`src/rtl/pair_list_packer_if.sv`:
```
// pair_list_packer_if: field stream in, packed pair_list_pair word out
interface pair_list_packer_if #(
  parameter int FIELD_W = 4,
  parameter int CNT_W   = 8
) ();
  logic                 in_valid;
  logic                 in_ready;
  logic [FIELD_W-1:0]   in_field;
  logic                 in_clear;
  logic                 out_valid;
  logic                 out_ready;
  logic [8*FIELD_W-1:0] out_data;
  logic [CNT_W-1:0]     word_count;
  modport master (
    output in_valid, in_field, in_clear, out_ready,
    input  in_ready, out_valid, out_data, word_count
  );
  modport slave (
    input  in_valid, in_field, in_clear, out_ready,
    output in_ready, out_valid, out_data, word_count
  );
endinterface

```
`src/rtl/pair_list_packer.sv`:
```
// pair_list_packer: packs 8 serial fields into one registered pair_list_pair word
module pair_list_packer #(
  parameter int FIELD_W = 4,
  parameter int CNT_W   = 8
) (
  input logic clk,
  input logic rst,
  pair_list_packer_if.slave bus
);
  localparam int W = 8*FIELD_W;
  logic [2:0]   idx;
  logic [W-1:0] asm_r;
  logic         asm_full;
  logic         slot_free;
  logic         acc;
  logic         last;
  logic         load;
  logic [W-1:0] word;
  always_comb begin
    slot_free    = !bus.out_valid || bus.out_ready;
    bus.in_ready = !asm_full && !bus.in_clear;
    acc          = bus.in_valid && bus.in_ready;
    last         = acc && idx == 3'd7;
    load         = (last || asm_full) && slot_free;
    word         = asm_full ? asm_r : {bus.in_field, asm_r[W-FIELD_W-1:0]};
  end
  always_ff @(posedge clk) begin
    if (rst) begin
      idx            <= '0;
      asm_r          <= '0;
      asm_full       <= 1'b0;
      bus.out_valid  <= 1'b0;
      bus.out_data   <= '0;
      bus.word_count <= '0;
    end else begin
      if (load) begin
        bus.out_data   <= word;
        bus.out_valid  <= 1'b1;
        bus.word_count <= bus.word_count + CNT_W'(1);
      end else if (bus.out_ready) begin
        bus.out_valid  <= 1'b0;
      end
      if (asm_full && slot_free) asm_full <= 1'b0;
      // a completed word parked in asm_r survives a clear
      if (bus.in_clear) begin
        idx <= '0;
        if (!asm_full) asm_r <= '0;
      end else if (acc) begin
        idx <= idx + 3'd1;
        if (!last) begin
          asm_r[idx*FIELD_W +: FIELD_W] <= bus.in_field;
        end else if (!slot_free) begin
          asm_r    <= word;
          asm_full <= 1'b1;
        end
      end
    end
  end
endmodule

```
`src/flat_wrapper.sv`:
```
// flat-port wrapper written by rule: the top's interface ports become plain ports
module pair_list_packer_flat 
#(
  parameter int FIELD_W = 4,
  parameter int CNT_W   = 8
)
  (clk, rst, bus_in_valid, bus_in_field, bus_in_clear, bus_out_ready, bus_in_ready, bus_out_valid, bus_out_data, bus_word_count);
  pair_list_packer_if #(.FIELD_W(FIELD_W), .CNT_W(CNT_W)) bus_i ();
  input logic clk;
  input logic rst;
  input wire logic [$bits(bus_i.in_valid)-1:0] bus_in_valid;
  input wire logic [$bits(bus_i.in_field)-1:0] bus_in_field;
  input wire logic [$bits(bus_i.in_clear)-1:0] bus_in_clear;
  input wire logic [$bits(bus_i.out_ready)-1:0] bus_out_ready;
  output wire logic [$bits(bus_i.in_ready)-1:0] bus_in_ready;
  output wire logic [$bits(bus_i.out_valid)-1:0] bus_out_valid;
  output wire logic [$bits(bus_i.out_data)-1:0] bus_out_data;
  output wire logic [$bits(bus_i.word_count)-1:0] bus_word_count;
  assign bus_i.in_valid = bus_in_valid;
  assign bus_i.in_field = bus_in_field;
  assign bus_i.in_clear = bus_in_clear;
  assign bus_i.out_ready = bus_out_ready;
  assign bus_in_ready = bus_i.in_ready;
  assign bus_out_valid = bus_i.out_valid;
  assign bus_out_data = bus_i.out_data;
  assign bus_word_count = bus_i.word_count;
  pair_list_packer #(.FIELD_W(FIELD_W), .CNT_W(CNT_W)) u_core (.clk(clk), .rst(rst), .bus(bus_i));
endmodule
```
`config.mk`:
```
export PLATFORM = sky130hd
export DESIGN_NAME = pair_list_packer_flat
export DESIGN_NICKNAME = d
export VERILOG_FILES = /design/src/rtl/pair_list_packer_if.sv /design/src/rtl/pair_list_packer.sv /design/src/flat_wrapper.sv
export SDC_FILE = /design/constraint.sdc
export NUM_CORES = 1
export LEC_CHECK = 0
export CAP_MARGIN = 15
export CORE_MARGIN = 1
export CORE_UTILIZATION = 29
export DETAILED_ROUTE_END_ITERATION = 7
export REMOVE_ABC_BUFFERS = 1
export SETUP_SLACK_MARGIN = 0.15
export SYNTH_ARGS = -nofsm -noshare
export SYNTH_HDL_FRONTEND = slang
export SYNTH_SLANG_ARGS = --single-unit
```
`constraint.sdc`:
```
create_clock -name clk -period 2.5 [get_ports clk]
set_input_delay 0.25 -clock clk [delete_from_list [all_inputs] [get_ports clk]]
set_output_delay 0.25 -clock clk [all_outputs]
set_load 0.05 [all_outputs]
```
==> impl_results.md <==
* Antenna violations before repair at 0
* Crit path from: u_core.asm_full
* Global Route Usage Sum at 0.131
* Sw frac at 0.214
* Post-DRT Antenna Nets at 0
* Max incr delay on CP at 0.74 ns
* Net Sw Power at 503 µW
* Clock Path Buffers at 2
* First drt pass iteration count at 4
* Die Ht at roughly 100 µm
* Slew at the pin with the worst max-slew slack at a little over 0.8 ns
* Mapped Area at 3060 µm²
* Sequential element share of the synthesized area at 0.504
* Max Slew Vio Count at 0
* Grt ovf at 0
* Worst path cell trace: nor2_1 > clkdlybuf4s50_1
* Vias in the first global route at 2435
* Die Width at about 100 µm
* Vias per cell at roughly 4.6
* Root Driver: clkbuf_8
* Hold Violations, Final at 0
* Slew headroom at 0.459
* Worst Hold Class: register to register
* Critical Path AT at roughly 1.9 ns
* Share of layout cells above drive strength 1 at 0.0693
* Design area at 3910 µm²
* Worst endpoint required time at 2.25 ns
* Async SR Flop Fraction at 0
* Post-synthesis cell type count at 38
* Fin crit share at 0.865
* Synth top area share at 0.504
* H-tree levels at 3
* Crit path kind: register to primary output
* PortBufs at 50
* # DRC at 0
* Post-CTS Resized at 0
* CP Launch Type: register
* Largest fanout on the critical path at 14
* Global-route wire length before repair at approximately 12000 µm
* Avg WL per Cell at 12.7 µm
* Clk Latency, worst-skew pair at 0.34 ns
* Antenna Cells at 0
* FF-to-FF End: u_core.bus.word_count[7]
* Detailed-placement wirelength estimate at 4920 µm
* Clock power frac at 0.432
* # hold bufs at CTS at 0
* Worst path bufs/invs at 1
* Fmax at between 400 and 500 MHz
* Crit path to: bus_in_ready
* CTS tree: yes
* Maximum VDD drop at between 200 and 250 µV
* Synth Flop Type: dfxtp_1
* Post-synth top area cell: dfxtp_1
* # Post-CTS Setup Buffers at 0
* Worst Reg-to-Reg Cells at 6
* Flop pwr share at 0.525
* Syn avg cell area at 8.71 µm²
* Top Family by Delay on Critical Path: flip-flops
* Drt total wl at 6870 µm
* Post-synth EDFFs at 0
* Worst Skew at 0.0131 ns
* TNS Setup at 0 ns
* CTS Buf Count at 9
* Die ar. at 11000 µm²
* Reg2reg start: u_core.idx[0]
* Int Pwr at 1850 µW
* Area of the core at 10300 µm²
* Vias at 2491
* Synth top area cells: dfxtp_1 (50%), nand2_1 (11%), mux2i_1 (7.9%), a21oi_1 (5.7%), nand3_1 (2.9%)
* Ports at 51
* CP Depth at 2
* DRT iter0 DRCs at 54
* Nets@finish at 416
* Combinational power share at 0.043
* P_leak at between 0.001 and 0.0015 µW
* CTS clk-pin slew, worst paths at 0.08 ns
* Rows at 37
* Mapped Cells at 351
* Status: finished, final reports clean
* Synth-to-Final Area Change at 28.0%
* Register area at 1540 µm²
* Layout fillers at 1065
* RSZ-0062 raised after global routing: no
* Worst path slowest cell: dfxtp_1
* Power density over cell area at 600 nW/µm²
* Final Wtd Congestion at 0.828
* Yosys reg bits at 77
* Placed Area at 3700 µm²
* Yosys synthesis warning count at 0
* Initial Util at 0.297
* Multi-input combinational cell area at 1410 µm²
* Max-cap violation count at 0
* Pin count of the biggest net entering global routing at 36
* CP endpoint kind: primary output
* Sink Count at between 70 and 80
* Setup Viol. Count Final at 0
* Flop2flop setup slack at between 0.3 and 0.4 ns
* Period minus WS final at between 2 and 2.5 ns
-- Yosys cell counts (3+ instances only) --
| cell | instances |
|---|---|
| buf_2 | 8 |
| ha_1 | 6 |
| nand3_1 | 18 |
| dfxtp_1 | 77 |
| nor3_1 | 3 |
| clkbuf_1 | 10 |
| a22o_1 | 4 |
| a211oi_1 | 4 |
| nor2b_1 | 6 |
| mux2i_1 | 24 |
| nand2_1 | 88 |
| nand4b_1 | 3 |
| inv_1 | 4 |
| o21ai_0 | 10 |
| nor2_1 | 21 |
| a21oi_1 | 35 |
-- registers in the layout (all words and copies together) (netlist names) --
name	flops
u_core.asm_r	32
u_core.idx	3
u_core.asm_full	1
u_core.bus.out_valid	1
u_core.bus.word_count	8
u_core.bus.out_data	32
-- cell families after synthesis --
| logic type | count (synthesis) | share of synthesized area |
|---|---|---|
| mux | 25 | 0.0823 |
| simple gates | 151 | 0.216 |
| xor+xnor | 4 | 0.0115 |
| buf+inv | 24 | 0.0352 |
| flops | 77 | 0.504 |
| fa+ha+maj | 6 | 0.0246 |
| compound gates | 64 | 0.126 |
-- cell usage in the layout (no fill, tap or decap), types with 2 or more instances in the layout --
master,count
a21oi_1,35
a21oi_2,2
dfxtp_1,77
or3_1,2
o21a_1,2
nand4b_1,3
xnor2_1,2
o21ai_0,10
xor2_1,2
clkbuf_8,10
nor2b_1,6
nor2_1,21
a211oi_1,4
inv_1,4
bufinv_16,2
nor3_1,3
buf_4,9
a22o_1,4
ha_1,6
o211ai_1,2
clkdlybuf4s50_1,50
mux2i_1,24
nand2_1,88
nand4_1,2
nand3_1,18
-- through the flow --
step | worst slack, ns | std cells | hold WS (ns) | util | power (µW)
finish | 0.338 | 540 | 0.451 | 0.381 | 2350
global route | 0.170 | 540 | 0.476 | 0.381 | 2430
CTS | 0.304 | 540 | 0.457 | 0.381 | 2370
detailed placement | 0.341 | 526 | 0.445 | 0.360 | 1360
global placement | 0.409 | 526 | 0.445 | 0.360 | 1360
floorplan | 0.344 | 331 | 0.319 | - | 1310
-- worst register-to-register path, stage by stage, from the launching register on --
cell	delay [ns]
dfxtp_1	0.45
ha_1	0.19
ha_1	0.16
and3b_1	0.30
o21ai_4	0.25
or4_1	0.59
a21oi_1	0.15
-- layer usage --
metal	track usage	wire length, µm	vias to the layer above
met5	0	0	-
met4	0.0513	102	0
met3	0.0274	245	10
met2	0.216	3210	40
met1	0.166	3310	1153
li1	-	-	1288
-- cell type report --
type                    count  area share
inverters                   4     0.00384
well taps                 136      0.0435
flip-flops and latches     77       0.394
multi-input cells         250       0.360
clock inverters             4      0.0189
clock buffers              10      0.0352
repair buffers             59       0.145
-- how the worst min path moves through the flow --
stage                startpoint                      end  slack [ns]  cells past startpoint
2_1_floorplan               rst   u_core.bus.out_data[0]        0.32                      1
3_3_place_gp    u_core.asm_r[2]   u_core.bus.out_data[2]        0.45                      2
3_5_place_dp   u_core.asm_r[11]  u_core.bus.out_data[11]        0.45                      2
4_1_cts         u_core.asm_r[3]   u_core.bus.out_data[3]        0.46                      2
5_1_grt        u_core.asm_r[18]  u_core.bus.out_data[18]        0.48                      2
6_report       u_core.asm_r[23]  u_core.bus.out_data[23]        0.45                      2
-- power by group through the flow --
stage          logic [µW]  registers [µW]  clock network, µW
2_1_floorplan        46.8            1260                  0
3_3_place_gp          101            1260                  0
3_5_place_dp          101            1260                  0
4_1_cts               102            1230               1030
5_1_grt               110            1230               1090
6_report              101            1230               1020
No activity file was read; power rests on OpenSTA's default activity.
